## config.mk

```make
export PLATFORM = sky130hd
export DESIGN_NAME = mem_access_unit_flat
export DESIGN_NICKNAME = d
export VERILOG_FILES = /design/src/rtl/mem_access_unit_if.sv /design/src/rtl/mem_access_unit.sv /design/src/flat_wrapper.sv
export SDC_FILE = /design/constraint.sdc
export NUM_CORES = 1
export LEC_CHECK = 0
export BUFFER_PORTS_ARGS = -buffer_cell sky130_fd_sc_hd__buf_2
export CORE_ASPECT_RATIO = 0.9
export CORE_MARGIN = 2
export CORE_UTILIZATION = 39
export DETAILED_ROUTE_END_ITERATION = 8
export SLEW_MARGIN = 20
export SYNTH_ARGS = -nofsm -noshare
export SYNTH_HDL_FRONTEND = slang
export SYNTH_SLANG_ARGS = --single-unit
```

## constraint.sdc

```tcl
create_clock -name Clk -period 3 [get_ports Clk]
set_input_delay 0.6 -clock Clk [delete_from_list [all_inputs] [get_ports Clk]]
set_output_delay 0.6 -clock Clk [all_outputs]
set_load 0.01 [all_outputs]
```

## src/rtl/mem_access_unit_if.sv

```systemverilog
// mem_access_unit_if: pipeline-side request/response and data-memory port bundle
interface mem_access_unit_if;
  logic        Mem_Read;
  logic        Mem_Write;
  logic [1:0]  Mem_Size;
  logic        Mem_Unsigned;
  logic [31:0] Address;
  logic [31:0] Store_Data;
  logic [31:0] Load_Data;
  logic        Stall;
  logic        Fault;
  logic        Fault_Valid;
  logic [31:0] Fault_Address;
  logic        Fault_Clear;
  logic [31:0] Dm_Address;
  logic        Dm_Write;
  logic [31:0] Dm_Write_Data;
  logic [31:0] Dm_Read_Data;
  modport master(
    output Mem_Read, Mem_Write, Mem_Size, Mem_Unsigned, Address, Store_Data, Fault_Clear, Dm_Read_Data,
    input  Load_Data, Stall, Fault, Fault_Valid, Fault_Address, Dm_Address, Dm_Write, Dm_Write_Data
  );
  modport slave(
    input  Mem_Read, Mem_Write, Mem_Size, Mem_Unsigned, Address, Store_Data, Fault_Clear, Dm_Read_Data,
    output Load_Data, Stall, Fault, Fault_Valid, Fault_Address, Dm_Address, Dm_Write, Dm_Write_Data
  );
endinterface

```

## src/rtl/mem_access_unit.sv

```systemverilog
// mem_access_unit: sub-word load/store front end for a word-only data memory
module mem_access_unit #(
  parameter int MEM_WORDS   = 1024,
  parameter bit RANGE_CHECK = 1'b1
) (
  input logic Clk,
  input logic Reset,
  mem_access_unit_if.slave bus
);
  typedef enum logic {IDLE, RMW_WRITE} state_t;
  state_t      state;
  logic [29:0] r_addr;
  logic [31:0] r_data;
  logic [1:0]  r_size;
  logic [1:0]  r_lane;
  logic [31:0] merge_word;
  logic        fault_valid;
  logic [31:0] fault_address;
  logic        is_word, is_half, misaligned, out_of_range, idle, fault, store_ok, sub_store;
  logic [7:0]  lb;
  logic [15:0] lh;
  logic [4:0]  sh;
  logic [31:0] mask, merged;
  // request decode, lane extraction and read-modify-write merge
  always_comb begin
    is_word      = bus.Mem_Size[1];
    is_half      = bus.Mem_Size == 2'b01;
    misaligned   = (is_half & bus.Address[0]) | (is_word & |bus.Address[1:0]);
    out_of_range = RANGE_CHECK & ({2'b00, bus.Address[31:2]} >= 32'(MEM_WORDS));
    idle         = state == IDLE;
    fault        = idle & (bus.Mem_Read | bus.Mem_Write) & (misaligned | out_of_range);
    store_ok     = idle & bus.Mem_Write & ~fault & ~Reset;
    sub_store    = store_ok & ~is_word;
    lb           = bus.Dm_Read_Data[{bus.Address[1:0], 3'b000} +: 8];
    lh           = bus.Dm_Read_Data[{bus.Address[1], 4'b0000} +: 16];
    sh           = {r_lane, 3'b000};
    mask         = (r_size == 2'b00 ? 32'h0000_00FF : 32'h0000_FFFF) << sh;
    merged       = (merge_word & ~mask) | ((r_data << sh) & mask);
    bus.Load_Data     = fault ? 32'h0 : is_word ? bus.Dm_Read_Data :
                        is_half ? {{16{~bus.Mem_Unsigned & lh[15]}}, lh} : {{24{~bus.Mem_Unsigned & lb[7]}}, lb};
    bus.Fault         = fault;
    bus.Stall         = sub_store;
    bus.Dm_Write      = ~Reset & (idle ? store_ok & is_word : 1'b1);
    bus.Dm_Address    = idle ? {bus.Address[31:2], 2'b00} : {r_addr, 2'b00};
    bus.Dm_Write_Data = idle ? bus.Store_Data : merged;
    bus.Fault_Valid   = fault_valid;
    bus.Fault_Address = fault_address;
  end
  // RMW sequencing, captured store context and sticky first-fault record
  always_ff @(posedge Clk) begin
    if (Reset) begin
      state         <= IDLE;
      r_addr        <= '0;
      r_data        <= '0;
      r_size        <= '0;
      r_lane        <= '0;
      merge_word    <= '0;
      fault_valid   <= 1'b0;
      fault_address <= '0;
    end else begin
      state <= sub_store ? RMW_WRITE : IDLE;
      if (sub_store) begin
        r_addr     <= bus.Address[31:2];
        r_data     <= bus.Store_Data;
        r_size     <= bus.Mem_Size;
        r_lane     <= bus.Address[1:0];
        merge_word <= bus.Dm_Read_Data;
      end
      if (bus.Fault_Clear) begin
        fault_valid   <= 1'b0;
        fault_address <= '0;
      end else if (fault & ~fault_valid) begin
        fault_valid   <= 1'b1;
        fault_address <= bus.Address;
      end
    end
  end
endmodule

```

## src/flat_wrapper.sv

```systemverilog
// flat-port wrapper written by rule: the top's interface ports become plain ports
module mem_access_unit_flat 
#(
  parameter int MEM_WORDS   = 1024,
  parameter bit RANGE_CHECK = 1'b1
)
  (Clk, Reset, bus_Mem_Read, bus_Mem_Write, bus_Mem_Size, bus_Mem_Unsigned, bus_Address, bus_Store_Data, bus_Fault_Clear, bus_Dm_Read_Data, bus_Load_Data, bus_Stall, bus_Fault, bus_Fault_Valid, bus_Fault_Address, bus_Dm_Address, bus_Dm_Write, bus_Dm_Write_Data);
  mem_access_unit_if bus_i ();
  input logic Clk;
  input logic Reset;
  input wire logic [$bits(bus_i.Mem_Read)-1:0] bus_Mem_Read;
  input wire logic [$bits(bus_i.Mem_Write)-1:0] bus_Mem_Write;
  input wire logic [$bits(bus_i.Mem_Size)-1:0] bus_Mem_Size;
  input wire logic [$bits(bus_i.Mem_Unsigned)-1:0] bus_Mem_Unsigned;
  input wire logic [$bits(bus_i.Address)-1:0] bus_Address;
  input wire logic [$bits(bus_i.Store_Data)-1:0] bus_Store_Data;
  input wire logic [$bits(bus_i.Fault_Clear)-1:0] bus_Fault_Clear;
  input wire logic [$bits(bus_i.Dm_Read_Data)-1:0] bus_Dm_Read_Data;
  output wire logic [$bits(bus_i.Load_Data)-1:0] bus_Load_Data;
  output wire logic [$bits(bus_i.Stall)-1:0] bus_Stall;
  output wire logic [$bits(bus_i.Fault)-1:0] bus_Fault;
  output wire logic [$bits(bus_i.Fault_Valid)-1:0] bus_Fault_Valid;
  output wire logic [$bits(bus_i.Fault_Address)-1:0] bus_Fault_Address;
  output wire logic [$bits(bus_i.Dm_Address)-1:0] bus_Dm_Address;
  output wire logic [$bits(bus_i.Dm_Write)-1:0] bus_Dm_Write;
  output wire logic [$bits(bus_i.Dm_Write_Data)-1:0] bus_Dm_Write_Data;
  assign bus_i.Mem_Read = bus_Mem_Read;
  assign bus_i.Mem_Write = bus_Mem_Write;
  assign bus_i.Mem_Size = bus_Mem_Size;
  assign bus_i.Mem_Unsigned = bus_Mem_Unsigned;
  assign bus_i.Address = bus_Address;
  assign bus_i.Store_Data = bus_Store_Data;
  assign bus_i.Fault_Clear = bus_Fault_Clear;
  assign bus_i.Dm_Read_Data = bus_Dm_Read_Data;
  assign bus_Load_Data = bus_i.Load_Data;
  assign bus_Stall = bus_i.Stall;
  assign bus_Fault = bus_i.Fault;
  assign bus_Fault_Valid = bus_i.Fault_Valid;
  assign bus_Fault_Address = bus_i.Fault_Address;
  assign bus_Dm_Address = bus_i.Dm_Address;
  assign bus_Dm_Write = bus_i.Dm_Write;
  assign bus_Dm_Write_Data = bus_i.Dm_Write_Data;
  mem_access_unit #(.MEM_WORDS(MEM_WORDS), .RANGE_CHECK(RANGE_CHECK)) u_core (.Clk(Clk), .Reset(Reset), .bus(bus_i));
endmodule
```

; Word level (Yosys, flattened, before mapping)
; Index checks and enable logic that the tools add are counted.
[word_totals]
out_inout_bits = 132
register_bits = 132
wordCells = 51
input_bits = 104
[op_classes]
order_cmp = 1
n_eq_ne = 1
n_shift = 4
reduce_logical = 3
muxes = 8
n_bitwise = 26
[ops]
columns = op, n
row1 = $mux 32, 5
row2 = $and 32x32->32, 2
row3 = $shl 32x5->32, 2
row4 = $not 32->32, 1
row5 = $or 32x32->32, 1
row6 = $shiftx 32x6->16, 1
row7 = $shiftx 32x6->8, 1
row8 = $ge 30x11->1 const B, 1
row9 = $mux 16, 1
row10 = $and 1x1->1, 13
row11 = $not 1->1, 6
row12 = $reduce_or 2->1, 2
row13 = $or 1x1->1, 3
row14 = $eq 2x1->1 const B, 1
row15 = $logic_not 2->1, 1
row16 = $mux 1, 2

; Depth between registers and ports, before layout
; Gate-level depths: netlist of the first run.
[logic_depth]
depth_word = 11
ltp_mapped = 8
depth_no_buf = 4

; Worst setup path before layout of the first run
; OpenSTA, ideal clock, no wires.
[synth_timing]
kind = input-to-output
start = in bus_Address[15]
end = out bus_Load_Data[7]
cell_stages = 6
required_time_ns = 2.400
t_arrival_ns = 2.106
slack_ns = 0.294
path_cell_list = nor4_1 and4_1 buf_4 a211oi_2 buf_6 a2111oi_0
[synth_between]
elab_chain_len = 4
[synth_lines]
columns = element, line_no
row1 = "start, declared", flat_wrapper.sv:15  ; input wire logic [$bits(bus_i.Address)-1:0] bus_Address;
row2 = $ge 30x11->1, mem_access_unit.sv:29  ; out_of_range = RANGE_CHECK & ({2'b00, bus.Address[31:2]} >= 32'(MEM_WORDS));
row3 = $or 1x1->1, mem_access_unit.sv:31  ; fault = idle & (bus.Mem_Read | bus.Mem_Write) & (misaligned | out_of_range);
row4 = $and 1x1->1, mem_access_unit.sv:31
row5 = $mux 32, mem_access_unit.sv:39  ; bus.Load_Data = fault ? 32'h0 : is_word ? bus.Dm_Read_Data :
row6 = "end, declared", flat_wrapper.sv:19  ; output wire logic [$bits(bus_i.Load_Data)-1:0] bus_Load_Data;
; No other way between the ends.

; Worst setup path after layout of the first run
[layout_timing]
start = in bus_Address[15]
end = out bus_Load_Data[15]
; The elaborated chain is that of the path after synthesis.

==> impl_results.html, run 1 <==
<table>
<tr><th>Metric</th><th>Value</th></tr>
<tr><th colspan="2">Detailed routing</th></tr>
<tr><td>Via-per-instance ratio</td><td>5.39</td></tr>
<tr><td>Number of remaining DRC errors</td><td>0</td></tr>
<tr><td>Detailed-route via count</td><td>6873</td></tr>
<tr><td>First-pass DRT Iterations</td><td>6</td></tr>
<tr><td>Aggregate routed wire length</td><td>22300 µm</td></tr>
<tr><td>Routed wire per std cell</td><td>17.5 µm</td></tr>
<tr><td>Final antenna-violating net count</td><td>0</td></tr>
<tr><td>Drt first-iter violations</td><td>325</td></tr>
<tr><th colspan="2">Outcome</th></tr>
<tr><td>Outcome</td><td>finished clean</td></tr>
<tr><th colspan="2">Logic synthesis</th></tr>
<tr><td>Number of enable flip-flop cells after synthesis</td><td>0</td></tr>
<tr><td>Count of synthesis-stage warnings from yosys</td><td>0</td></tr>
<tr><td>Share of the yosys chip area belonging to registers</td><td>0.360</td></tr>
<tr><td>Ys async rst share</td><td>0</td></tr>
<tr><td>Average instance area after synthesis</td><td>8.30 µm²</td></tr>
<tr><td>Post-synthesis cell area</td><td>6890 µm²</td></tr>
<tr><td>Yosys cell types</td><td>45</td></tr>
<tr><td>Share of the synthesized area in the top cell type</td><td>0.360</td></tr>
<tr><td>Seq cells post-synth</td><td>124</td></tr>
<tr><td>Predominant post-synthesis flop cell</td><td>dfxtp_1</td></tr>
<tr><td>Cells after Synth</td><td>831</td></tr>
<tr><td>Area contributors post-synth</td><td>dfxtp_1 36%, mux2_2 9.6%, mux2i_1 8.9%</td></tr>
<tr><td>Post-synth top area cell</td><td>dfxtp_1</td></tr>
<tr><th colspan="2">Clock network</th></tr>
<tr><td>CTS tree</td><td>built</td></tr>
<tr><td>Source-to-sink clock delay at the later pin of the worst-skew pair</td><td>0.42 ns</td></tr>
<tr><td>Number of H-tree levels</td><td>4</td></tr>
<tr><td>Clock sinks</td><td>124</td></tr>
<tr><td>Cell at the root of the clock tree</td><td>clkbuf_16</td></tr>
<tr><td>CTS clk-pin slew, worst paths</td><td>0.06 ns</td></tr>
<tr><td>Post-CTS setup-driven buffer insertion count</td><td>0</td></tr>
<tr><td>Hold bufs inserted after CTS</td><td>0</td></tr>
<tr><td>Number of buffers created by CTS</td><td>17</td></tr>
<tr><td>Longest Clk Path Bufs</td><td>2</td></tr>
<tr><th colspan="2">Worst setup path</th></tr>
<tr><td>Startpoint of the most critical setup path</td><td>bus_Address[15]</td></tr>
<tr><td>Worst Path Arrival</td><td>2.34 ns</td></tr>
<tr><td>Nature of the critical path startpoint</td><td>input port</td></tr>
<tr><td>Critical setup path kind</td><td>input port to output pin</td></tr>
<tr><td>FF-to-FF Start</td><td>u_core.state</td></tr>
<tr><td>Critical path endpoint category</td><td>output pin</td></tr>
<tr><td>Required time worst endpoint</td><td>2.40 ns</td></tr>
<tr><td>Largest fanout of any net on the critical path</td><td>9</td></tr>
<tr><th colspan="2">Power and ir drop</th></tr>
<tr><td>Pleak</td><td>3.63 nW</td></tr>
<tr><td>Overall power after layout</td><td>4.24 mW</td></tr>
<tr><td>Power per unit of standard cell area</td><td>478 nW/µm²</td></tr>
<tr><td>Largest vdd supply drop</td><td>379 µV</td></tr>
<tr><th colspan="2">Timing</th></tr>
<tr><td>Final worst hold slack</td><td>0.444 ns</td></tr>
<tr><td>Final critical delay including setup and external delays</td><td>2.94 ns</td></tr>
<tr><td>Final setup viols</td><td>0</td></tr>
<tr><td>Setup total negative slack</td><td>0 ns</td></tr>
<tr><td>Max-slew violation count</td><td>0</td></tr>
<tr><td>Period utilization</td><td>0.980</td></tr>
<tr><td>Worst Tran Pin Value</td><td>0.989 ns</td></tr>
<tr><td>Final hold violations</td><td>0</td></tr>
<tr><td>Final Skew</td><td>0.00740 ns</td></tr>
<tr><td>Fmax</td><td>0.340 GHz</td></tr>
<tr><td>Setup WS post-layout</td><td>0.0615 ns</td></tr>
<tr><td>Slew HR</td><td>0.341</td></tr>
<tr><th colspan="2">Global route</th></tr>
<tr><td>Overall routing resource usage</td><td>0.237</td></tr>
<tr><td>Antenna violations before repair</td><td>1</td></tr>
<tr><td>Via count of the first global-routing pass</td><td>6406</td></tr>
<tr><td>Leftover overflow at the end of global routing</td><td>0</td></tr>
<tr><td>Global-route wire length before repair</td><td>34500 µm</td></tr>
<tr><td>Maximum number of pins on one net before global-route repair</td><td>91</td></tr>
<tr><th colspan="2">Place</th></tr>
<tr><td>DP Worst Slack</td><td>-0.0117 ns</td></tr>
<tr><td>Number of placed instances, taps included</td><td>1242</td></tr>
<tr><td>Detailed Place HPWL</td><td>15600 µm</td></tr>
<tr><td>Instance area after placement</td><td>8260 µm²</td></tr>
<tr><td>Number of buffers inserted by port buffering</td><td>233</td></tr>
<tr><td>Final weighted congestion of routability-driven global placement</td><td>0.919</td></tr>
<tr><th colspan="2">Cells and area</th></tr>
<tr><td>Final Net Count</td><td>1125</td></tr>
<tr><td>Share of layout cells above drive strength 1</td><td>0.362</td></tr>
<tr><td>Final standard cell area without fillers</td><td>8870 µm²</td></tr>
<tr><td>Final antenna diode count</td><td>0</td></tr>
<tr><td>Final design utilization</td><td>0.507</td></tr>
<tr><td>FILL cells</td><td>1773</td></tr>
<tr><td>Final standard cell count with taps included and fillers excluded</td><td>1274</td></tr>
<tr><td>Area growth from synthesis to layout</td><td>28.7%</td></tr>
<tr><td>Sequential cell area</td><td>2490 µm²</td></tr>
<tr><td>Multi-input logic area</td><td>3980 µm²</td></tr>
<tr><th colspan="2">Floorplan</th></tr>
<tr><td>IO Pins</td><td>236</td></tr>
<tr><td>Number of rows in the core area</td><td>46</td></tr>
<tr><td>Core Region</td><td>17500 µm²</td></tr>
<tr><td>Die W</td><td>144 µm</td></tr>
<tr><td>Initial Utilization</td><td>0.394</td></tr>
<tr><td>Die area</td><td>18800 µm²</td></tr>
<tr><td>Die Span Y</td><td>130 µm</td></tr>
<tr><th colspan="2">Hold path</th></tr>
<tr><td>Start point of the worst min-delay path</td><td>bus_Address[6]</td></tr>
<tr><td>Path type of the worst min-delay path</td><td>input port to flop</td></tr>
<tr><th colspan="2">Job</th></tr>
<tr><td>Max-capacitance violation count</td><td>0</td></tr>
</table>
[cells in the final DEF, fill, tap and decap left out, types with 10 or more instances in the layout]
cell type,count
o21ai_1,10
nor3_1,19
inv_1,10
buf_4,24
mux2_2,59
clkbuf_16,17
a21oi_1,92
nand3_1,70
mux2i_1,61
o21ai_0,97
dfxtp_1,123
nor3b_1,21
nand2_1,74
nor2_1,22
buf_2,233
[layout make-up]
class / count / area share
Clock buffer: 18 / 0.0484
Clock inverter: 14 / 0.0178
Tap cell: 240 / 0.0338
Multi-Input combinational cell: 604 / 0.448
Inverter: 10 / 0.00423
Timing Repair Buffer: 264 / 0.168
Sequential cell: 124 / 0.280
[power by group]
group	switching, mW	leakage, nW	internal (mW)
registers	0.0103	1.00	1.67
clock network	0.808	0.287	1.24
logic	0.296	2.34	0.224
total	1.11	3.63	3.13
[what timing repair did]
action | CTS | global route
gates resized for setup | 1 | 5
pin swaps | 0 | 0
gates cloned | 0 | 0
setup endpoints to repair | 1 | 15
[cell families after synthesis]
kind of cell           share of synthesized area
AO/OA/AOI/OAI                              0.219
buffers and inverters                     0.0704
multiplexers                               0.188
flip-flops                                 0.360
AND/OR/NAND/NOR                            0.162
other                                   0.000544
[cell usage after synthesis (4+ instances only)]
cell / count
clkbuf_1: 55
o21ai_1: 10
o22ai_1: 8
o31ai_1: 7
mux2_2: 59
o2bb2ai_1: 8
buf_1: 7
nand3_1: 70
a2111o_1: 6
a2111oi_2: 4
o211ai_1: 7
buf_6: 6
inv_1: 10
buf_2: 19
nand2_1: 74
a2111oi_0: 5
dfxtp_1: 124
nor3_1: 19
nor3b_1: 21
a21oi_1: 92
o21ai_0: 97
buf_4: 7
mux2i_1: 61
nor2_1: 23
[path summary, 6_finish.rpt]
check,end,slack (ns),cells after the start
max,bus_Load_Data[15],0.06,8
min,u_core.bus.Fault_Address[6],0.44,3
max reg2reg,u_core.r_data[5],0.70,5
min reg2reg,u_core.bus.Fault_Address[9],0.45,2
[registers in the layout, summed over array words and instances, names as in the netlist]
register                  cells
u_core.bus.Fault_Address     32
u_core.r_size                 2
u_core.bus.Fault_Valid        1
u_core.r_data                24
u_core.merge_word            32
u_core.r_lane                 2
u_core.r_addr                30
u_core.state                  1
[worst max-delay path: stages]
cell       delay (ns)
buf_2            0.12
nor4_1           0.28
buf_4            0.16
and4_2           0.28
a211oi_4         0.12
buf_12           0.19
a2111oi_2        0.39
buf_2            0.20
[per-layer routing]
layer | vias up | global-route usage | share of wire
met4 | 2 | 0.0771 | 0.024
li1 | 3398 | - | -
met1 | 3210 | 0.303 | 0.44
met2 | 226 | 0.394 | 0.48
met5 | - | 0 | 0.00058
met3 | 37 | 0.0594 | 0.060
(Power assumes the default switching activity.)
==> inputs of run 2 (changes only) <==
--- a/config.mk
+++ b/config.mk
@@ -6,7 +6,7 @@
 export NUM_CORES = 1
 export LEC_CHECK = 0
 export BUFFER_PORTS_ARGS = -buffer_cell sky130_fd_sc_hd__buf_2
-export CORE_ASPECT_RATIO = 0.9
+export CORE_ASPECT_RATIO = 1.2
 export CORE_MARGIN = 2
 export CORE_UTILIZATION = 39
 export DETAILED_ROUTE_END_ITERATION = 8
==> impl_results.html, run 2 (same netlist as run 1, synthesis figures left out) <==
<table>
<tr><th>Metric</th><th>Value</th></tr>
<tr><th colspan="2">Floorplan</th></tr>
<tr><td>IO Pins</td><td>236 (unchanged)</td></tr>
<tr><td>Number of rows in the core area</td><td>53 (+15%)</td></tr>
<tr><td>Die area</td><td>18800 µm² (about the same)</td></tr>
<tr><td>Die W</td><td>125 µm (-13%)</td></tr>
<tr><td>Initial Utilization</td><td>0.395 (+0.00127)</td></tr>
<tr><td>Core Region</td><td>17400 µm² (-0.32%)</td></tr>
<tr><td>Die Span Y</td><td>150 µm (+15%)</td></tr>
<tr><th colspan="2">Clock network</th></tr>
<tr><td>Number of buffers created by CTS</td><td>17 (unchanged)</td></tr>
<tr><td>CTS tree</td><td>built</td></tr>
<tr><td>CTS clk-pin slew, worst paths</td><td>0.06 ns (about the same)</td></tr>
<tr><td>Number of H-tree levels</td><td>4 (unchanged)</td></tr>
<tr><td>Cell at the root of the clock tree</td><td>clkbuf_16</td></tr>
<tr><td>Clock sinks</td><td>124 (unchanged)</td></tr>
<tr><td>Source-to-sink clock delay at the later pin of the worst-skew pair</td><td>0.42 ns (about the same)</td></tr>
<tr><td>Post-CTS setup-driven buffer insertion count</td><td>0 (unchanged)</td></tr>
<tr><td>Longest Clk Path Bufs</td><td>2 (unchanged)</td></tr>
<tr><td>Hold bufs inserted after CTS</td><td>0 (unchanged)</td></tr>
<tr><th colspan="2">Power and ir drop</th></tr>
<tr><td>Power share of the sequential group</td><td>0.380 (-0.015)</td></tr>
<tr><td>Internal cell power</td><td>3.29 mW (+5.2%)</td></tr>
<tr><td>Clk network pwr share</td><td>0.502 (+0.019)</td></tr>
<tr><td>Switching part of the total power</td><td>0.253 (-0.00990)</td></tr>
<tr><td>Net switching power figure</td><td>1.11 mW (about the same)</td></tr>
<tr><td>Pleak</td><td>3.65 nW (+0.46%)</td></tr>
<tr><td>Power per unit of standard cell area</td><td>497 nW/µm² (+3.9%)</td></tr>
<tr><td>Gate power share</td><td>0.118 (-0.004)</td></tr>
<tr><td>Largest vdd supply drop</td><td>399 µV (+5.3%)</td></tr>
<tr><th colspan="2">Worst setup path</th></tr>
<tr><td>Critical setup path kind</td><td>input port to output pin</td></tr>
<tr><td>FF-to-FF Start</td><td>u_core.state</td></tr>
<tr><td>Largest fanout of any net on the critical path</td><td>8 (-1)</td></tr>
<tr><td>Worst Path Arrival</td><td>2.24 ns (-0.10 ns)</td></tr>
<tr><td>Required time worst endpoint</td><td>2.40 ns (about the same)</td></tr>
<tr><td>Critical path endpoint category</td><td>output pin</td></tr>
<tr><td>Top delay family on crit path</td><td>simple AND/OR/NAND/NOR gates</td></tr>
<tr><td>Nature of the critical path startpoint</td><td>input port</td></tr>
<tr><td>Most frequent cell on the critical path</td><td>buf_2</td></tr>
<tr><td>Startpoint of the most critical setup path</td><td>bus_Address[12]</td></tr>
<tr><td>Depth of the most critical reg-to-reg path</td><td>5 (unchanged)</td></tr>
<tr><td>Worst r2r dst</td><td>u_core.merge_word[16]</td></tr>
<tr><td>Crit path buf inv count</td><td>2 (-2)</td></tr>
<tr><td>FF-to-FF setup slack</td><td>1.03 ns (+0.33 ns)</td></tr>
<tr><td>Cell-by-cell listing of the critical path</td><td>buf_2 &gt; nor4_1 &gt; and4_2 &gt; a211oi_4 &gt; a2111oi_0 &gt; buf_2</td></tr>
<tr><td>Biggest cell delay along the critical path</td><td>0.45 ns (+0.06 ns)</td></tr>
<tr><td>CP max-delay cell</td><td>a2111oi_0</td></tr>
<tr><th colspan="2">Global route</th></tr>
<tr><td>Via count of the first global-routing pass</td><td>6580 (+2.7%)</td></tr>
<tr><td>Overall routing resource usage</td><td>0.239 (+0.00258)</td></tr>
<tr><td>Maximum number of pins on one net before global-route repair</td><td>83 (-8.8%)</td></tr>
<tr><td>Leftover overflow at the end of global routing</td><td>0 (unchanged)</td></tr>
<tr><td>Global-route wire length before repair</td><td>35300 µm (+2.5%)</td></tr>
<tr><td>Antenna violations before repair</td><td>0 (-1)</td></tr>
<tr><th colspan="2">Job</th></tr>
<tr><td>Max-capacitance violation count</td><td>0 (unchanged)</td></tr>
<tr><th colspan="2">Timing</th></tr>
<tr><td>Setup WS post-layout</td><td>0.156 ns (+0.0941 ns)</td></tr>
<tr><td>Final setup viols</td><td>0 (unchanged)</td></tr>
<tr><td>Slew HR</td><td>0.372 (+0.0313)</td></tr>
<tr><td>Period utilization</td><td>0.948 (-0.0314)</td></tr>
<tr><td>Setup total negative slack</td><td>0 ns (unchanged)</td></tr>
<tr><td>Final hold violations</td><td>0 (unchanged)</td></tr>
<tr><td>Final critical delay including setup and external delays</td><td>2.84 ns (-0.0941 ns)</td></tr>
<tr><td>Final Skew</td><td>0.00747 ns (+0.0000681 ns)</td></tr>
<tr><td>Max-slew violation count</td><td>0 (unchanged)</td></tr>
<tr><td>Worst Tran Pin Value</td><td>0.942 ns (-0.0469 ns)</td></tr>
<tr><td>Unrepaired setup endpoints after global routing</td><td>false</td></tr>
<tr><td>Fmax</td><td>0.352 GHz (+3.3%)</td></tr>
<tr><th colspan="2">Cells and area</th></tr>
<tr><td>FILL cells</td><td>1749 (-1.4%)</td></tr>
<tr><td>Commonest non-fill, non-tap cell in the layout</td><td>buf_2</td></tr>
<tr><td>Final antenna diode count</td><td>0 (unchanged)</td></tr>
<tr><td>Commonest cells after routing, fill and taps aside</td><td>233 x buf_2, 123 x dfxtp_1, 97 x o21ai_0, 92 x a21oi_1, 74 x nand2_1</td></tr>
<tr><td>Multi-input logic area</td><td>3950 µm² (-0.66%)</td></tr>
<tr><td>Final Net Count</td><td>1129 (+0.36%)</td></tr>
<tr><td>Share of layout cells above drive strength 1</td><td>0.364 (+0.00246)</td></tr>
<tr><td>Area growth from synthesis to layout</td><td>28.6% (about the same)</td></tr>
<tr><td>Sequential cell area</td><td>2490 µm² (unchanged)</td></tr>
<tr><th colspan="2">Place</th></tr>
<tr><td>Number of buffers inserted by port buffering</td><td>233 (unchanged)</td></tr>
<tr><td>DP Worst Slack</td><td>0.141 ns (+0.153 ns)</td></tr>
<tr><td>Final weighted congestion of routability-driven global placement</td><td>0.887 (-3.5%)</td></tr>
<tr><td>Detailed Place HPWL</td><td>16100 µm (+3.3%)</td></tr>
<tr><th colspan="2">Detailed routing</th></tr>
<tr><td>Routed wire per std cell</td><td>18.3 µm (+4.6%)</td></tr>
<tr><td>Aggregate routed wire length</td><td>23000 µm (+3.3%)</td></tr>
<tr><td>Drt first-iter violations</td><td>403 (+24%)</td></tr>
<tr><td>Detailed-route via count</td><td>6983 (+1.6%)</td></tr>
<tr><td>Final antenna-violating net count</td><td>0 (unchanged)</td></tr>
<tr><td>First-pass DRT Iterations</td><td>5 (-1)</td></tr>
<tr><td>Number of remaining DRC errors</td><td>0 (unchanged)</td></tr>
<tr><td>Via-per-instance ratio</td><td>5.55 (+2.9%)</td></tr>
<tr><th colspan="2">Hold path</th></tr>
<tr><td>Path type of the worst min-delay path</td><td>input port to flop</td></tr>
<tr><td>Hold endpoint</td><td>u_core.bus.Fault_Address[18]</td></tr>
<tr><td>Start point of the worst min-delay path</td><td>bus_Address[18]</td></tr>
<tr><td>Count of cells along the worst hold path</td><td>3 (unchanged)</td></tr>
<tr><th colspan="2">Outcome</th></tr>
<tr><td>Outcome</td><td>finished clean</td></tr>
</table>
==> run 2: cell count changes in the layout (fill, tap and decap cells not counted), sizes merged <==
cell | before | now
clkinv | 3 | 5
bufinv | 2 | 4
clkbuf | 18 | 17
buf | 264 | 268
inv | 18 | 15
==> run 2: through the flow <==
stage / total power, mW / hold slack, ns / area, µm² / utilization / std cells
2_1_floorplan: 1.99 / 0.446 / 6900 / - / 832
3_3_place_gp: 2.23 / 0.438 / 8230 / 0.472 / 1226
3_5_place_dp: 2.23 / 0.443 / 8230 / 0.472 / 1226
4_1_cts: 4.45 / 0.433 / 8860 / 0.508 / 1258
5_1_grt: 4.57 / 0.437 / 8860 / 0.508 / 1258
6_report: 4.41 / 0.451 / 8860 / 0.508 / 1258
==> run 2: worst min-delay path: cells and delay by family <==
kind,cells,cell delay (ns)
simple gates,1,0.05
buf+inv,1,0.12
mux,1,0.05
==> run 2: how the worst max path moves through the flow <==
| stage | to | slack (ns) | depth (start not counted) |
|---|---|---|---|
| after floorplan | bus_Load_Data[7] | 0.29 | 6 |
| after global placement | bus_Load_Data[12] | 0.15 | 7 |
| after detailed placement | bus_Load_Data[9] | 0.14 | 6 |
| after CTS | bus_Load_Data[12] | 0.13 | 7 |
| after global routing | bus_Load_Data[9] | 0.02 | 7 |
| final | bus_Load_Data[15] | 0.16 | 6 |
==> run 2: area by class of cell <==
| class | count | share of cell area |
|---|---|---|
| multi-input cells | 604 | 0.446 |
| flip-flops and latches | 124 | 0.280 |
| repair buffers | 268 | 0.167 |
| clock buffers | 17 | 0.0480 |
| well taps | 220 | 0.0311 |
| clock inverters | 15 | 0.0239 |
| inverters | 10 | 0.00423 |
==> run 2: power groups by stage <==
stage / registers, mW / logic, mW / clock network, mW
finish: 1.68 / 0.519 / 2.21
detailed placement: 1.71 / 0.518 / 0
floorplan: 1.72 / 0.265 / 0
global placement: 1.71 / 0.518 / 0
CTS: 1.67 / 0.519 / 2.26
global route: 1.68 / 0.560 / 2.34
==> run 2: timing repair <==
item | in CTS | in global routing
gates resized for setup | 0 | 1
endpoints found under the setup margin | 0 | 1
endpoints found under the hold margin | 0 | 0
==> run 2: routing by layer <==
metal	vias to the layer above	track usage	share of wire
li1	3411	-	-
met1	3333	0.281	0.41
met2	192	0.423	0.51
met3	47	0.0490	0.045
met4	0	0.106	0.031
met5	-	0	0
==> inputs of run 3 (changes only) <==
--- a/config.mk
+++ b/config.mk
@@ -6,10 +6,13 @@
 export NUM_CORES = 1
 export LEC_CHECK = 0
 export BUFFER_PORTS_ARGS = -buffer_cell sky130_fd_sc_hd__buf_2
+export CELL_PAD_IN_SITES_DETAIL_PLACEMENT = 1
+export CELL_PAD_IN_SITES_GLOBAL_PLACEMENT = 1
 export CORE_ASPECT_RATIO = 1.2
 export CORE_MARGIN = 2
-export CORE_UTILIZATION = 39
+export CORE_UTILIZATION = 37
 export DETAILED_ROUTE_END_ITERATION = 8
+export PLACE_DENSITY_LB_ADDON = 0.1
 export SLEW_MARGIN = 20
 export SYNTH_ARGS = -nofsm -noshare
 export SYNTH_HDL_FRONTEND = slang
==> impl_results.html, run 3 (same netlist as run 1, synthesis figures left out) <==
<table>
<tr><th>Metric</th><th>Value</th></tr>
<tr><th colspan="2">Clock network</th></tr>
<tr><td>CTS tree</td><td>built</td></tr>
<tr><td>Source-to-sink clock delay at the later pin of the worst-skew pair</td><td>0.42 ns (about the same)</td></tr>
<tr><td>Cell at the root of the clock tree</td><td>clkbuf_16</td></tr>
<tr><td>CTS-repair resized insts</td><td>0 (unchanged)</td></tr>
<tr><td>Number of buffers created by CTS</td><td>17 (unchanged)</td></tr>
<tr><td>Hold bufs inserted after CTS</td><td>0 (unchanged)</td></tr>
<tr><td>Clock sinks</td><td>124 (unchanged)</td></tr>
<tr><td>CTS clk-pin slew, worst paths</td><td>0.06 ns (about the same)</td></tr>
<tr><td>Post-CTS setup-driven buffer insertion count</td><td>0 (unchanged)</td></tr>
<tr><td>Longest Clk Path Bufs</td><td>2 (unchanged)</td></tr>
<tr><td>Number of H-tree levels</td><td>4 (unchanged)</td></tr>
<tr><th colspan="2">Hold path</th></tr>
<tr><td>Start point of the worst min-delay path</td><td>bus_Address[8]</td></tr>
<tr><td>Count of cells along the worst hold path</td><td>3 (unchanged)</td></tr>
<tr><td>Hold endpoint</td><td>u_core.bus.Fault_Address[8]</td></tr>
<tr><td>Path type of the worst min-delay path</td><td>input port to flop</td></tr>
<tr><th colspan="2">Worst setup path</th></tr>
<tr><td>Critical setup path kind</td><td>input port to output pin</td></tr>
<tr><td>CP max-delay cell</td><td>a2111oi_0</td></tr>
<tr><td>Worst r2r dst</td><td>u_core.merge_word[16]</td></tr>
<tr><td>Depth of the most critical reg-to-reg path</td><td>5 (unchanged)</td></tr>
<tr><td>Required time worst endpoint</td><td>2.40 ns (about the same)</td></tr>
<tr><td>Most frequent cell on the critical path</td><td>buf_2</td></tr>
<tr><td>Cell-by-cell listing of the critical path</td><td>buf_2 &gt; nor4_1 &gt; and4_2 &gt; a211oi_4 &gt; a2111oi_0 &gt; buf_2</td></tr>
<tr><td>Biggest cell delay along the critical path</td><td>0.52 ns (+0.07 ns)</td></tr>
<tr><td>Largest fanout of any net on the critical path</td><td>11 (+3)</td></tr>
<tr><td>FF-to-FF setup slack</td><td>0.87 ns (-0.16 ns)</td></tr>
<tr><td>Critical path endpoint category</td><td>output pin</td></tr>
<tr><td>Nature of the critical path startpoint</td><td>input port</td></tr>
<tr><td>FF-to-FF Start</td><td>u_core.state</td></tr>
<tr><td>Worst Path Arrival</td><td>2.31 ns (+0.07 ns)</td></tr>
<tr><th colspan="2">Cells and area</th></tr>
<tr><td>Final design utilization</td><td>0.486 (-0.0217)</td></tr>
<tr><td>Sequential cell area</td><td>2490 µm² (unchanged)</td></tr>
<tr><td>Commonest non-fill, non-tap cell in the layout</td><td>buf_2</td></tr>
<tr><td>Multi-input logic area</td><td>3960 µm² (+0.29%)</td></tr>
<tr><td>Commonest cells after routing, fill and taps aside</td><td>233 x buf_2, 123 x dfxtp_1, 97 x o21ai_0, 91 x a21oi_1, 74 x nand2_1</td></tr>
<tr><td>Area growth from synthesis to layout</td><td>28.7%</td></tr>
<tr><td>Share of layout cells above drive strength 1</td><td>0.365 (+0.00122)</td></tr>
<tr><td>FILL cells</td><td>2247 (+28%)</td></tr>
<tr><td>Final Net Count</td><td>1131 (+0.18%)</td></tr>
<tr><th colspan="2">Detailed routing</th></tr>
<tr><td>First-pass DRT Iterations</td><td>4 (-1)</td></tr>
<tr><td>Routed wire per std cell</td><td>19.6 µm (+6.9%)</td></tr>
<tr><td>Drt first-iter violations</td><td>241 (-40%)</td></tr>
<tr><td>Aggregate routed wire length</td><td>24700 µm (+7.5%)</td></tr>
<tr><td>Number of remaining DRC errors</td><td>0 (unchanged)</td></tr>
<tr><td>Detailed-route via count</td><td>7037 (+0.77%)</td></tr>
<tr><td>Final antenna-violating net count</td><td>0 (unchanged)</td></tr>
<tr><td>Via-per-instance ratio</td><td>5.56 (+0.22%)</td></tr>
<tr><th colspan="2">Timing</th></tr>
<tr><td>Final critical delay including setup and external delays</td><td>2.91 ns (+0.0704 ns)</td></tr>
<tr><td>Period utilization</td><td>0.972 (+0.0235)</td></tr>
<tr><td>Final Skew</td><td>0.0161 ns (+0.00865 ns)</td></tr>
<tr><td>Final hold violations</td><td>0 (unchanged)</td></tr>
<tr><td>Max-slew violation count</td><td>0 (unchanged)</td></tr>
<tr><td>Slew HR</td><td>0.407 (+0.0348)</td></tr>
<tr><td>Unrepaired setup endpoints after global routing</td><td>false</td></tr>
<tr><td>Fmax</td><td>0.343 GHz (-2.4%)</td></tr>
<tr><td>Worst Tran Pin Value</td><td>0.890 ns (-0.0523 ns)</td></tr>
<tr><td>Final setup viols</td><td>0 (unchanged)</td></tr>
<tr><td>Setup total negative slack</td><td>0 ns (unchanged)</td></tr>
<tr><th colspan="2">Place</th></tr>
<tr><td>Final weighted congestion of routability-driven global placement</td><td>0.872 (-1.6%)</td></tr>
<tr><td>Detailed Place HPWL</td><td>17900 µm (+11%)</td></tr>
<tr><td>Number of buffers inserted by port buffering</td><td>233 (unchanged)</td></tr>
<tr><th colspan="2">Global route</th></tr>
<tr><td>Maximum number of pins on one net before global-route repair</td><td>82 (-1.2%)</td></tr>
<tr><td>Leftover overflow at the end of global routing</td><td>0 (unchanged)</td></tr>
<tr><td>Overall routing resource usage</td><td>0.248 (+0.00908)</td></tr>
<tr><td>Global-route wire length before repair</td><td>38600 µm (+9.1%)</td></tr>
<tr><td>Via count of the first global-routing pass</td><td>7086 (+7.7%)</td></tr>
<tr><td>Antenna violations before repair</td><td>1 (+1)</td></tr>
<tr><th colspan="2">Power and ir drop</th></tr>
<tr><td>Power per unit of standard cell area</td><td>491 nW/µm² (-1.2%)</td></tr>
<tr><td>Overall power after layout</td><td>4.36 mW (-1.1%)</td></tr>
<tr><td>Pleak</td><td>3.64 nW (-0.11%)</td></tr>
<tr><td>Largest vdd supply drop</td><td>383 µV (-4.1%)</td></tr>
<tr><th colspan="2">Floorplan</th></tr>
<tr><td>Die area</td><td>19700 µm² (+5.2%)</td></tr>
<tr><td>Number of rows in the core area</td><td>54 (+1.9%)</td></tr>
<tr><td>Die Span Y</td><td>154 µm (+2.6%)</td></tr>
<tr><td>Core Region</td><td>18200 µm² (+4.6%)</td></tr>
<tr><td>Die W</td><td>129 µm (+2.6%)</td></tr>
<tr><td>IO Pins</td><td>236 (unchanged)</td></tr>
<tr><td>Initial Utilization</td><td>0.378 (-0.0174)</td></tr>
<tr><th colspan="2">Job</th></tr>
<tr><td>Max-capacitance violation count</td><td>0 (unchanged)</td></tr>
<tr><th colspan="2">Outcome</th></tr>
<tr><td>Outcome</td><td>finished clean</td></tr>
</table>
==> run 3: area by class of cell <==
type | instances | area share
Antenna cell | 1 | 0.000282
Multi-Input combinational cell | 604 | 0.446
Tap cell | 224 | 0.0316
Clock inverter | 14 | 0.0209
Clock buffer | 18 | 0.0484
Inverter | 10 | 0.00423
Timing Repair Buffer | 270 | 0.168
Sequential cell | 124 | 0.280
==> run 3: worst max-delay path by stage <==
stage	slack, ns	endpoint	startpoint
floorplan	0.29	bus_Load_Data[7]	bus_Address[15]
global placement	0.06	bus_Load_Data[15]	bus_Address[15]
detailed placement	0.09	bus_Load_Data[15]	bus_Address[15]
CTS	0.08	bus_Load_Data[15]	bus_Address[15]
global route	0.003	bus_Dm_Write	bus_Address[12]
finish	0.09	bus_Load_Data[15]	bus_Address[15]
==> run 3: critical path, delay by kind of cell <==
kind / cells / cell delay, ns
and+or+nand+nor: 2 / 0.73
AOI/OAI and AO/OA: 2 / 0.65
buffers and inverters: 2 / 0.33
==> run 3: metal layers <==
layer	part of all wire	wire [µm]	GRT usage
met1	0.42	10300	0.296
met4	0.023	559	0.0968
met5	0	0	0
met3	0.033	805	0.0351
met2	0.53	13100	0.447
==> run 3: per-stage QoR <==
step                      worst slack (ns)  cells  hold WS (ns)  cell area (µm²)
after floorplan                      0.294    832         0.446             6900
final                               0.0852   1265         0.437             8870
after global routing               0.00328   1265         0.444             8870
after global placement              0.0587   1232         0.441             8250
after CTS                           0.0838   1264         0.435             8860
after detailed placement            0.0895   1232         0.447             8250
==> run 3: power breakdown <==
group          total, mW  internal, mW  switching [mW]
Sequential          1.67          1.66          0.0101
Clock               2.16          1.33           0.835
Combinational      0.524         0.222           0.302
